===== config.mk =====
export PLATFORM = sky130hd
export DESIGN_NAME = booth_mul_seq
export DESIGN_NICKNAME = d
export VERILOG_FILES = /design/src/rtl/booth_pkg.sv /design/src/rtl/booth_mul_seq_enc.sv /design/src/rtl/booth_mul_seq.sv
export SDC_FILE = /design/constraint.sdc
export NUM_CORES = 1
export LEC_CHECK = 0
export CAP_MARGIN = 20
export CELL_PAD_IN_SITES_DETAIL_PLACEMENT = 1
export CELL_PAD_IN_SITES_GLOBAL_PLACEMENT = 2
export CORE_MARGIN = 2
export CORE_UTILIZATION = 39
export CTS_BUF_LIST = sky130_fd_sc_hd__clkbuf_4 sky130_fd_sc_hd__clkbuf_8
export DETAILED_ROUTE_END_ITERATION = 8
export MAX_ROUTING_LAYER = met4
export PLACE_DENSITY_LB_ADDON = 0.15
export SYNTH_ARGS = -nofsm -noshare
export SYNTH_HDL_FRONTEND = slang
export SYNTH_SLANG_ARGS = --single-unit

===== constraint.sdc =====
create_clock -name clk -period 8.7 [get_ports clk]
set_clock_uncertainty 0.2 [all_clocks]
set_input_delay 0.87 -clock clk [delete_from_list [all_inputs] [get_ports clk]]
set_output_delay 0.87 -clock clk [all_outputs]
set_load 0.01 [all_outputs]

===== src/rtl/booth_pkg.sv =====
// Shared types and constants for the sequential Booth multiplier.
// BOOTH_RADIX4_EN selects radix-4 recoding (N=B_W/2 steps); otherwise radix-2 (N=B_W steps).
package booth_pkg;

    localparam logic [1:0] IDLE = 2'd0;
    localparam logic [1:0] RUN  = 2'd1;
    localparam logic [1:0] DONE = 2'd2;

    typedef struct packed {
        logic neg;
        logic two;
        logic zero;
    } recode_t;

    function automatic int num_steps(input int bw);
`ifdef BOOTH_RADIX4_EN
        return bw / 2;
`else
        return bw;
`endif
    endfunction

endpackage


===== src/rtl/booth_mul_seq_enc.sv =====
// Radix-4 Booth recoder: {b[i+1], b[i], b[i-1]} -> {neg, two, zero}.
// Purely combinational; radix-2 callers tie bit1 to bit0 so two never asserts.
module booth_r4_enc
    import booth_pkg::*;
(
    input  logic [2:0] bits,
    output recode_t    rc
);

    logic is_zero;

    assign is_zero = (bits == 3'b000) || (bits == 3'b111);
    assign rc.zero = is_zero;
    assign rc.two  = (bits == 3'b011) || (bits == 3'b100);
    assign rc.neg  = bits[2] && !is_zero;

endmodule


===== src/rtl/booth_mul_seq.sv =====
// Iterative signed Booth multiplier, one step per clock; N cycles from acceptance to out_valid.
// Result held while out_ready=0; in DONE in_ready follows out_ready for bubble-free reissue. Macro: BOOTH_RADIX4_EN.
module booth_mul_seq
    import booth_pkg::*;
#(
    parameter int A_W = 25,
    parameter int B_W = 16
) (
    input  logic                 clk,
    input  logic                 rst,
    input  logic                 in_valid,
    output logic                 in_ready,
    input  logic [A_W-1:0]       a,
    input  logic [B_W-1:0]       b,
    output logic                 out_valid,
    input  logic                 out_ready,
    output logic [A_W+B_W-1:0]   p
);

    localparam int P_W   = A_W + B_W;
    localparam int ACC_W = P_W + 2;
    localparam int N     = num_steps(B_W);
    localparam int CNT_W = $clog2(B_W);
`ifdef BOOTH_RADIX4_EN
    localparam int SH = 2;
    if (B_W % 2 != 0) begin : g_bw_check
        $error("booth_mul_seq: B_W must be even for radix-4");
    end
`else
    localparam int SH = 1;
`endif

    logic [1:0]       state_q, state_d;
    logic [CNT_W-1:0] cnt_q, cnt_d;
    logic [ACC_W-1:0] m_q, m_d;
    logic [ACC_W-1:0] acc_q, acc_d;
    logic [B_W-1:0]   q_q, q_d;
    logic             qm1_q, qm1_d;
    logic [P_W-1:0]   p_q, p_d;

    logic [2:0]                  enc_in;
    recode_t                     rc;
    logic [ACC_W-1:0]            term;
    logic [ACC_W-1:0]            sum;
    logic signed [ACC_W+B_W:0]   cat;
    logic signed [ACC_W+B_W:0]   shifted;
    logic                        load;

`ifdef BOOTH_RADIX4_EN
    assign enc_in = {q_q[1], q_q[0], qm1_q};
`else
    assign enc_in = {q_q[0], q_q[0], qm1_q};
`endif

    booth_r4_enc u_enc (
        .bits (enc_in),
        .rc   (rc)
    );

    // Accumulator carries two guard bits, so +-2M can never overflow it.
    assign term    = rc.zero ? '0 : (rc.two ? {m_q[ACC_W-2:0], 1'b0} : m_q);
    assign sum     = acc_q + (rc.neg ? ~term : term) + {{(ACC_W-1){1'b0}}, rc.neg};
    assign cat     = {sum, q_q, qm1_q};
    assign shifted = cat >>> SH;

    always_comb begin
        state_d   = state_q;
        cnt_d     = cnt_q;
        m_d       = m_q;
        acc_d     = acc_q;
        q_d       = q_q;
        qm1_d     = qm1_q;
        p_d       = p_q;
        in_ready  = 1'b0;
        out_valid = 1'b0;
        load      = 1'b0;
        case (state_q)
            IDLE: begin
                in_ready = 1'b1;
                load     = in_valid;
            end
            RUN: begin
                acc_d = shifted[ACC_W+B_W:B_W+1];
                q_d   = shifted[B_W:1];
                qm1_d = shifted[0];
                if (cnt_q == CNT_W'(N - 1)) begin
                    state_d = DONE;
                    cnt_d   = '0;
                    p_d     = shifted[P_W:1];
                end else begin
                    cnt_d = cnt_q + 1'b1;
                end
            end
            DONE: begin
                out_valid = 1'b1;
                in_ready  = out_ready;
                if (out_ready) begin
                    if (in_valid) load = 1'b1;
                    else          state_d = IDLE;
                end
            end
            default: state_d = IDLE;
        endcase
        if (load) begin
            state_d = RUN;
            cnt_d   = '0;
            m_d     = {{(ACC_W-A_W){a[A_W-1]}}, a};
            q_d     = b;
            qm1_d   = 1'b0;
            acc_d   = '0;
        end
    end

    always_ff @(posedge clk or posedge rst) begin
        if (rst) begin
            state_q <= IDLE;
            cnt_q   <= '0;
            m_q     <= '0;
            acc_q   <= '0;
            q_q     <= '0;
            qm1_q   <= 1'b0;
            p_q     <= '0;
        end else begin
            state_q <= state_d;
            cnt_q   <= cnt_d;
            m_q     <= m_d;
            acc_q   <= acc_d;
            q_q     <= q_d;
            qm1_q   <= qm1_d;
            p_q     <= p_d;
        end
    end

    assign p = p_q;

endmodule

# == Word-level counts from Yosys, hierarchy flattened ==
# Cells that the tools add are included.
# totals
regBits,132
out_inout_bits,43
wordCells,52
# op_classes
n_addsub,3
n_eq_ne,10
n_mux,22
bitwise_logic,1
n_reduce_logical,9
# op_table
operator,count
43-bit 2-to-1 mux,4
43-bit by 1-bit adder with 43-bit output,1
43-bit adder,1
43-bit NOT,1
16-bit 2-to-1 mux,2
25-bit 2-to-1 mux,1
4-bit 2-to-1 mux,3
"3-bit inequality test, second input constant",3
2-bit 2-to-1 mux,4
"3-bit equality test, second input constant",2
2-bit case mux with 3 select lines,1
1-bit 2-to-1 mux,5
"4-bit by 1-bit adder with 4-bit output, second input constant",1
"4-bit equality test, second input constant",1
1-bit case mux with 2 select lines,2
4-bit AND reduction,1
"3-bit by 2-bit equality test with 1-bit output, second input constant",1
3-bit zero test,1
"2-bit by 1-bit equality test with 1-bit output, second input constant",1
"2-bit equality test, second input constant",1
2-bit zero test,1
1-bit logical OR,2
"2-bit inequality test, second input constant",1
2-bit AND reduction,1
3 further kinds,3

# == Depth between registers and ports, before layout ==
# depth
depth_word,10
ltp_mapped,16

# == Modules after synthesis ==
# From an unflattened synthesis, not the netlist that was laid out.
# hier_totals
cells_unflattened,907
hier_area_um2,8056.5
# modules_own_cells
mod,instances,cells_each,area_each_um2
booth_mul_seq,1,899,8011.4
booth_r4_enc,1,8,45.0

# == Worst setup path after synthesis ==
# Ideal clock, no wire load.
# synth_timing
kind,flip-flop to flip-flop
start,register q_q[0]
end,register acc_q[35]
setup_time_ps,129
arrival_ps,3894
required_time_ps,8371
slack_ps,4477
path_stages_with_launch,15
n_path_buf,1
synth_period_minus_slack_ps,4223
cell_sequence,dfrtp_1 ha_1 nand2b_1 xnor2_1 ha_1 clkbuf_1 nand4_1 nor3_1 a221oi_1 o21ai_0 or4b_1 a31oi_1 nor2_1 xor2_1 o2bb2ai_1
# synth_via
elab_chain_cells,10
# synth_rtl
item,line_no,rtl
from (decl),booth_mul_seq.sv:37,"logic [B_W-1:0] q_q, q_d;"
from (signal assigned),booth_mul_seq.sv:128,q_q <= q_d;
3-bit by 2-bit equality test with 1-bit output or 3-bit equality test (tied branches),booth_mul_seq_enc.sv:14,assign rc.two = (bits == 3'b011) || (bits == 3'b100);
1-bit logical OR,booth_mul_seq_enc.sv:14,
25-bit 2-to-1 mux,booth_mul_seq.sv:61,"assign term = rc.zero ? '0 : (rc.two ? {m_q[ACC_W-2:0], 1'b0} : m_q);"
43-bit 2-to-1 mux,booth_mul_seq.sv:61,
43-bit NOT,booth_mul_seq.sv:62,"assign sum = acc_q + (rc.neg ? ~term : term) + {{(ACC_W-1){1'b0}}, rc.neg};"
43-bit 2-to-1 mux,booth_mul_seq.sv:62,
43-bit adder,booth_mul_seq.sv:62,
43-bit by 1-bit adder with 43-bit output *,booth_mul_seq.sv:62,
43-bit 2-to-1 mux *,booth_mul_seq.sv:77,case (state_q)
43-bit 2-to-1 mux *,booth_mul_seq.sv:104,if (load) begin
to (signal assigned),booth_mul_seq.sv:119,acc_q <= '0;
to (signal assigned),booth_mul_seq.sv:127,acc_q <= acc_d;
to (decl),booth_mul_seq.sv:36,"logic [ACC_W-1:0] acc_q, acc_d;"
# Mark *: on every way between the ends. The rest lies on a longest branch, timed or not. The select of a mux whose other input is x is not followed.
# A chain may end at the register's enable or synchronous reset.

# == Final worst setup path ==
# layout_timing
start,register qm1_q
end,register acc_q[39]
# layout_via
elab_chain_cells,10
# layout_rtl
item,line_no,rtl
from (decl),booth_mul_seq.sv:38,"logic qm1_q, qm1_d;"
from (signal assigned),booth_mul_seq.sv:129,qm1_q <= qm1_d;
3-bit by 2-bit equality test with 1-bit output or 3-bit equality test (tied branches),booth_mul_seq_enc.sv:14,
1-bit logical OR,booth_mul_seq_enc.sv:14,
25-bit 2-to-1 mux,booth_mul_seq.sv:61,
43-bit 2-to-1 mux,booth_mul_seq.sv:61,
43-bit NOT,booth_mul_seq.sv:62,
43-bit 2-to-1 mux,booth_mul_seq.sv:62,
43-bit adder,booth_mul_seq.sv:62,
43-bit by 1-bit adder with 43-bit output *,booth_mul_seq.sv:62,
43-bit 2-to-1 mux *,booth_mul_seq.sv:77,
43-bit 2-to-1 mux *,booth_mul_seq.sv:104,
# Marked as above.

==> results.md <==
* Syn. warnings at 0
* Critical path destination: acc_q[39]$_DFFE_PP0P_
* Via/cell ratio at between 5 and 6
* H-tree levels at 4
* Cell Rows at between 50 and 60
* Setup crit end kind: flop
* DR WL/cell at 18.6 um
* Slowest stage delay, CP at between 0.4 and 0.5 ns
* Largest cells by area after synthesis: dfrtp_1, nand2_1, ha_1
* Die extent in y at between 100 and 150 um
* Syn Nets at 945
* GRT overflow at 0
* Worst path depth at 15
* Mean Syn Cell Area at around 9 um^2
* Slew @ Worst Pin at between 0.9 and 1 ns
* Final Hold Fails at 0
* Die Area at approximately 21000 um^2
* Clock sink count at approximately 130
* Sequential area share after synthesis at 0.429
* CTS Hold Bufs at 0
* Critical path required time at 8.80 ns
* Top delay family on crit path: compound AO/OA/AOI/OAI gates
* HP Class: flop to flop
* IO Count at around 90
* Total global routing track utilization at 0.235
* CTS tree: built
* Post-route ant nets at 0
* CTS Root Cell: clkbuf_8
* Unrepaired setup endpoints after global routing: false
* Outcome: complete, no violations
* Worst Reg-to-Reg Cells at 15
* Cell Area, Synth at approximately 7600 um^2
* DR iter-0 viols at between 200 and 300
* CP Launch Point: qm1_q$_DFFE_PP0P_
* Synth-to-Final Area Change at 19.4%
* Most numerous cell in the Yosys netlist: nand2_1
* NumNets Final at around 1000
* Setup TNS at 0 ns
* Dominant synthesized flop cell: dfrtp_1
* Post-synth top cells: nand2_1, dfrtp_1, o21ai_0
* Clk slew on worst S/H paths at about 0.080 ns
* # DRC at 0
* Die Span X at between 100 and 150 um
* Buf+Inv Stages, Crit Path at 3
* Final Non-Filler Cells at between 1000 and 1500
* Critical R2R Capture: acc_q[39]$_DFFE_PP0P_
* First-pass GRT wire length at ~37000 um
* Post-cts sizing count at 0
* Mapped Cells at 856
* Placed insts at 1161
* Synth unique cells at 52
* ANT cells at 0
* Number of synthesized register bits at 131
* CP Launch Type: flop
* Post-synth top area cell: dfrtp_1
* CP cell instances: inv_1 > ha_1 > buf_4 > xnor2_1 > inv_1 > fa_1 > and2b_1 > o311ai_1 > a211oi_2 > nor3_2 > o31ai_4 > a31oi_1 > o41ai_2 > xnor2_1 > o21ai_1
* Slew HR at 0.351
* Worst skew pair latency at 0.45 ns
* Crit Path Max Fanout at 17
* Crit-path slowest cell: o41ai_2
* Final period util at 0.515
* Max-cap violations at 0
* Initial antenna violation count at 0
* Bufs on Longest Clock Path at 2
* Post-synth top area share at 0.429
* PortBufs at 87
* Crit path kind: flop to flop
* Post CTS Setup Buffer Count at 0
* Post-route minimum period at between 4 and 5 ns
* Pre-antenna DRT Iters at 4
* GPL Wtd Cong at between 0.8 and 0.9
* Worst EP arrival at approximately 4.6 ns
* Vias in the first global route at between 6000 and 7000
* Fmax at between 200 and 250 MHz
* Final setup vio count at 0
* Core area at between 15000 and 20000 um^2
* Worst R2R Start: qm1_q$_DFFE_PP0P_
* Ys async rst share at 1.00
* DP HPWL at around 16000 um
* Total number of vias at around 6300
* Worst R2R Setup Slack at 4.22 ns
* Largest net degree at the start of global routing at a little under 70
* Post-synth EDFFs at 0
* Max Slew Vio Count at 0
* Initial Util at 0.395
* Share of layout cells above drive strength 1 at 0.0851
* Number of CTS-inserted buffers at 17
* Routed WL at between 20000 and 25000 um
[kinds of logic (layout without fill, tap and decap cells)]
group,count (synthesis),count (layout),synth area share
muxes,22,22,0.0323
DFF,131,131,0.429
xor gates and xnor gates,64,64,0.0734
AOI/OAI and AO/OA,210,210,0.172
adders and majority gates,44,44,0.0731
and+or+nand+nor,312,312,0.184
buffers and inverters,73,145,0.0359
[how the worst min path moves through the flow]
stage	endpoint	slack (ns)	startpoint	cells past startpoint
floorplan	m_q[10]$_DFFE_PP0P_	0.25	m_q[10]$_DFFE_PP0P_	2
global placement	p[30]$_DFFE_PP0P_	0.26	p[30]$_DFFE_PP0P_	2
detailed placement	m_q[10]$_DFFE_PP0P_	0.27	m_q[10]$_DFFE_PP0P_	2
CTS	p[27]$_DFFE_PP0P_	0.29	p[27]$_DFFE_PP0P_	2
global route	m_q[14]$_DFFE_PP0P_	0.31	m_q[14]$_DFFE_PP0P_	2
finish	p[38]$_DFFE_PP0P_	0.28	p[38]$_DFFE_PP0P_	2
[flip-flops by register name, summed over array words and instances, names as in the netlist]
register,count
cnt_q,4
qm1_q,1
acc_q,42
state_q,2
p,41
q_q,16
m_q,25
[per-layer routing]
| layer | vias up | global-route usage | wire length, um |
|---|---|---|---|
| met1 | 3121 | 0.313 | 10900 |
| met3 | 12 | 0.0357 | 577 |
| met5 | - | - | 0 |
| met4 | 0 | 0.0526 | 219 |
| met2 | 95 | 0.381 | 10500 |
| li1 | 3090 | - | - |
[final cells by class]
class	instances	area [um^2]
sequential	131	3280
clock buffer	18	248
fill	2270	10200
tap	265	332
multi-input combinational	652	4100
timing repair buffer	95	931
clock inverter	14	156
inverter	18	70.1
[tightest hold or removal path, stage by stage (launching register included)]
cell	delay [ns]
dfrtp_1	0.35
nand2_1	0.04
o21ai_0	0.06
[stage by stage]
step,utilization,setup slack (ns),hold WS (ns),instance area (um^2)
6_report,0.471,4.22,0.284,9120
5_1_grt,0.471,3.88,0.313,9120
4_1_cts,0.471,4.20,0.292,9120
3_5_place_dp,0.451,4.23,0.270,8710
3_3_place_gp,0.451,4.35,0.261,8710
2_1_floorplan,-,4.13,0.247,7640
[placed cells by master (no fill, tap or decap), drive strengths merged, types with 2 or more instances in the layout]
| cell | Yosys | layout |
|---|---|---|
| a211oi | 4 | 4 |
| or2 | 3 | 3 |
| a22o | 6 | 6 |
| o21a | 3 | 3 |
| nor3 | 7 | 7 |
| mux2 | 21 | 21 |
| and3 | 2 | 2 |
| clkinv | 0 | 3 |
| o2bb2ai | 2 | 2 |
| a221oi | 5 | 5 |
| a22oi | 16 | 16 |
| clkdlybuf4s50 | 0 | 87 |
| inv | 18 | 28 |
| o31ai | 7 | 7 |
| nand3 | 34 | 34 |
| a21oi | 43 | 43 |
| clkbuf | 50 | 18 |
| dfrtp | 131 | 131 |
| o211ai | 4 | 4 |
| and4 | 2 | 2 |
| nor2b | 5 | 5 |
| a21o | 9 | 9 |
| xnor2 | 46 | 46 |
| a31o | 3 | 3 |
| nand4 | 15 | 15 |
| and2 | 2 | 2 |
| nand2 | 179 | 179 |
| o21bai | 10 | 10 |
| buf | 5 | 8 |
| nand2b | 29 | 29 |
| or4b | 2 | 2 |
| nor2 | 30 | 30 |
| o21ai | 83 | 83 |
| xor2 | 18 | 18 |
| a31oi | 7 | 7 |
| ha | 43 | 43 |
Power is not shown: default switching activity piles up to over one toggle a cycle in this logic, so the estimate is an artifact.
==> edit (config.mk and constraints unchanged) <==
The parameter `A_W` goes from 25 to 17.
--- a/src/rtl/booth_mul_seq.sv
+++ b/src/rtl/booth_mul_seq.sv
@@ -3,7 +3,7 @@
 module booth_mul_seq
     import booth_pkg::*;
 #(
-    parameter int A_W = 25,
+    parameter int A_W = 17,
     parameter int B_W = 16
 ) (
     input  logic                 clk,
Interface: changed (resized a and p); port bits go from 88 to 72. The function was not compared with the original's and may differ.
==> edit against the unedited design <==
Sequential cell count shrank 24. Non-clock buffer count decreased by 15. Routed wire length decreased by 13%. Die area shrank 15%. Area after synthesis shrank 15%. Design area fell by 17%. Worst setup slack improved by 0.22 ns. Global-route usage shrank 0.34 points. Critical path depth fell by 3. Core utilization is 1.0 points lower. Via count fell by 8.9%.
Power is not shown: default switching activity piles up to over one toggle a cycle in this logic, so the estimate is an artifact.
==> edit: results (changes against the unedited design) <==
| Metric | Value |
|---|---|
| Status | completed (unchanged) |
| Vias in the first global route | 5,994 (was 6,981) |
| TritonCTS buffer count | 9 (was 17) |
| Layout cells sized above 1 | 4.92% (was 8.51%) |
| Commonest cells in the netlist | 161 x nand2_1, 107 x dfrtp_1, 53 x o21ai_0, 43 x clkbuf_1, 35 x ha_1 (was 179 x nand2_1, 131 x dfrtp_1, 80 x o21ai_0, 50 x clkbuf_1, 46 x xnor2_1) |
| CTS clock-pin slew for the worst setup and hold paths | 0.12 ns (was 0.08 ns) |
| Crit path max fanout | 18 (was 17) |
| H-tree depth | 3 (was 4) |
| Worst-skew pair later-pin latency | 0.40 ns (was 0.45 ns) |
| Largest Register | acc_q (unchanged) |
| Max stage delay on crit path | 0.78 ns (was 0.48 ns) |
| Top Family by Delay on Critical Path | compound AO/OA/AOI/OAI gates (unchanged) |
| Asr flop ratio synth | 100% (unchanged) |
| Worst Path Arrival | 4.36 ns (was 4.58 ns) |
| Final GP Congestion | 0.884 (was 0.862) |
| Clk root buf | clkbuf_8 (unchanged) |
| Post_cts resized | 0 (unchanged) |
| Worst Hold Class | reg -> reg (unchanged) |
| Total GRT Usage | 23.2% (was 23.5%) |
| Post-CTS setup buffers | 0 (unchanged) |
| Port bufs | 71 (was 87) |
| DP Worst Slack | 4.43 ns (was 4.23 ns) |
| Sequential fraction of the synthesis area | 41.4% (was 42.9%) |
| Largest net degree at the start of global routing | 70 (was 68) |
| Top FF cell, synth | dfrtp_1 (unchanged) |
| First-pass GRT wire length | 31,600 um (was 36,700 um) |
| Max clock buf depth | 2 (unchanged) |
| Number of fillers in the final layout | 1,909 (was 2,270) |
| Via density | 5.69 (was 5.30) |
| Initial antenna violation count | 0 (unchanged) |
| # diodes | 0 (unchanged) |
| CP max stage cell | ha_1 (was o41ai_2) |
| Slew headroom | 33.4% (was 35.1%) |
| Unique cell type count in the Yosys netlist | 66 (was 52) |
| Detail Placement HPWL | 13,900 um (was 15,700 um) |
| Largest register FFs | 34 (was 42) |
| Ys Warns | 0 (unchanged) |
| Top post-synthesis cells by area | dfrtp_1 41%, nand2_1 9.3%, ha_1 6.8%, o21ai_0 4.1%, xnor2_1 3.8% (was dfrtp_1 43%, nand2_1 8.8%, ha_1 7.0%, xnor2_1 5.3%, o21ai_0 5.2%) |
| Drt pass-1 iters | 7 (was 4) |
| NumNets Final | 860 (was 1,004) |
| Syn Nets | 816 (was 945) |
| Wire per inst | 19.1 um (was 18.6 um) |
| Starting DRT DRC Count | 388 (was 251) |
## edit: metrics by stage
step	hold slack, ns	instances	cell area, um2	utilization (%)
floorplan	0.247	743	6470	-
global placement	0.260	996	7360	44.9
detailed placement	0.262	996	7360	44.9
CTS	0.293	1012	7570	46.1
global route	0.322	1012	7570	46.1
finish	0.286	1012	7570	46.1
## edit: final timing paths
check,startpoint,end,slack (ns),cells past startpoint
setup / recovery,qm1_q,acc_q[29],4.44,12
max in group asynchronous,rst,state_q[1],6.33,3
hold reg to reg,p[24],p[24],0.29,2
min in group asynchronous,rst,m_q[0],0.64,2
setup reg to reg,qm1_q,acc_q[29],4.44,12
hold / removal,p[24],p[24],0.29,2
## edit: metal layers
metal	track usage (%)	share of wire [%]	up-vias
met5	-	0	-
met4	5.97	1.2	0
met3	3.37	3.4	17
met2	37.7	48	117
met1	30.4	47	2914
li1	-	-	2709
## edit: cell families after synthesis
family,share of synthesized area (%)
adder cells (fa/ha/maj),7.08
flip-flops,41.4
XOR/XNOR,5.01
multiplexers,0.812
buffers and inverters,4.53
AND/OR/NAND/NOR,20.7
AO/OA/AOI/OAI,20.5
## edit: area by class of cell
cell class,count,area [um2],area share [%]
timing repair buffer,80,778,10.3
multi-input combinational,559,3510,46.5
tap,220,275,3.64
sequential,107,2680,35.4
clock buffer,10,138,1.82
clock inverter,6,67.6,0.893
inverter,30,115,1.52
## edit: worst reg2reg max path, delay by kind of cell, from the launching register on
family / cells / cell delay (ns)
buf+inv: 2 / 0.15
flops: 1 / 0.40
compound gates: 6 / 1.74
fa+ha+maj: 2 / 1.21
xor+xnor: 1 / 0.24
simple gates: 1 / 0.23
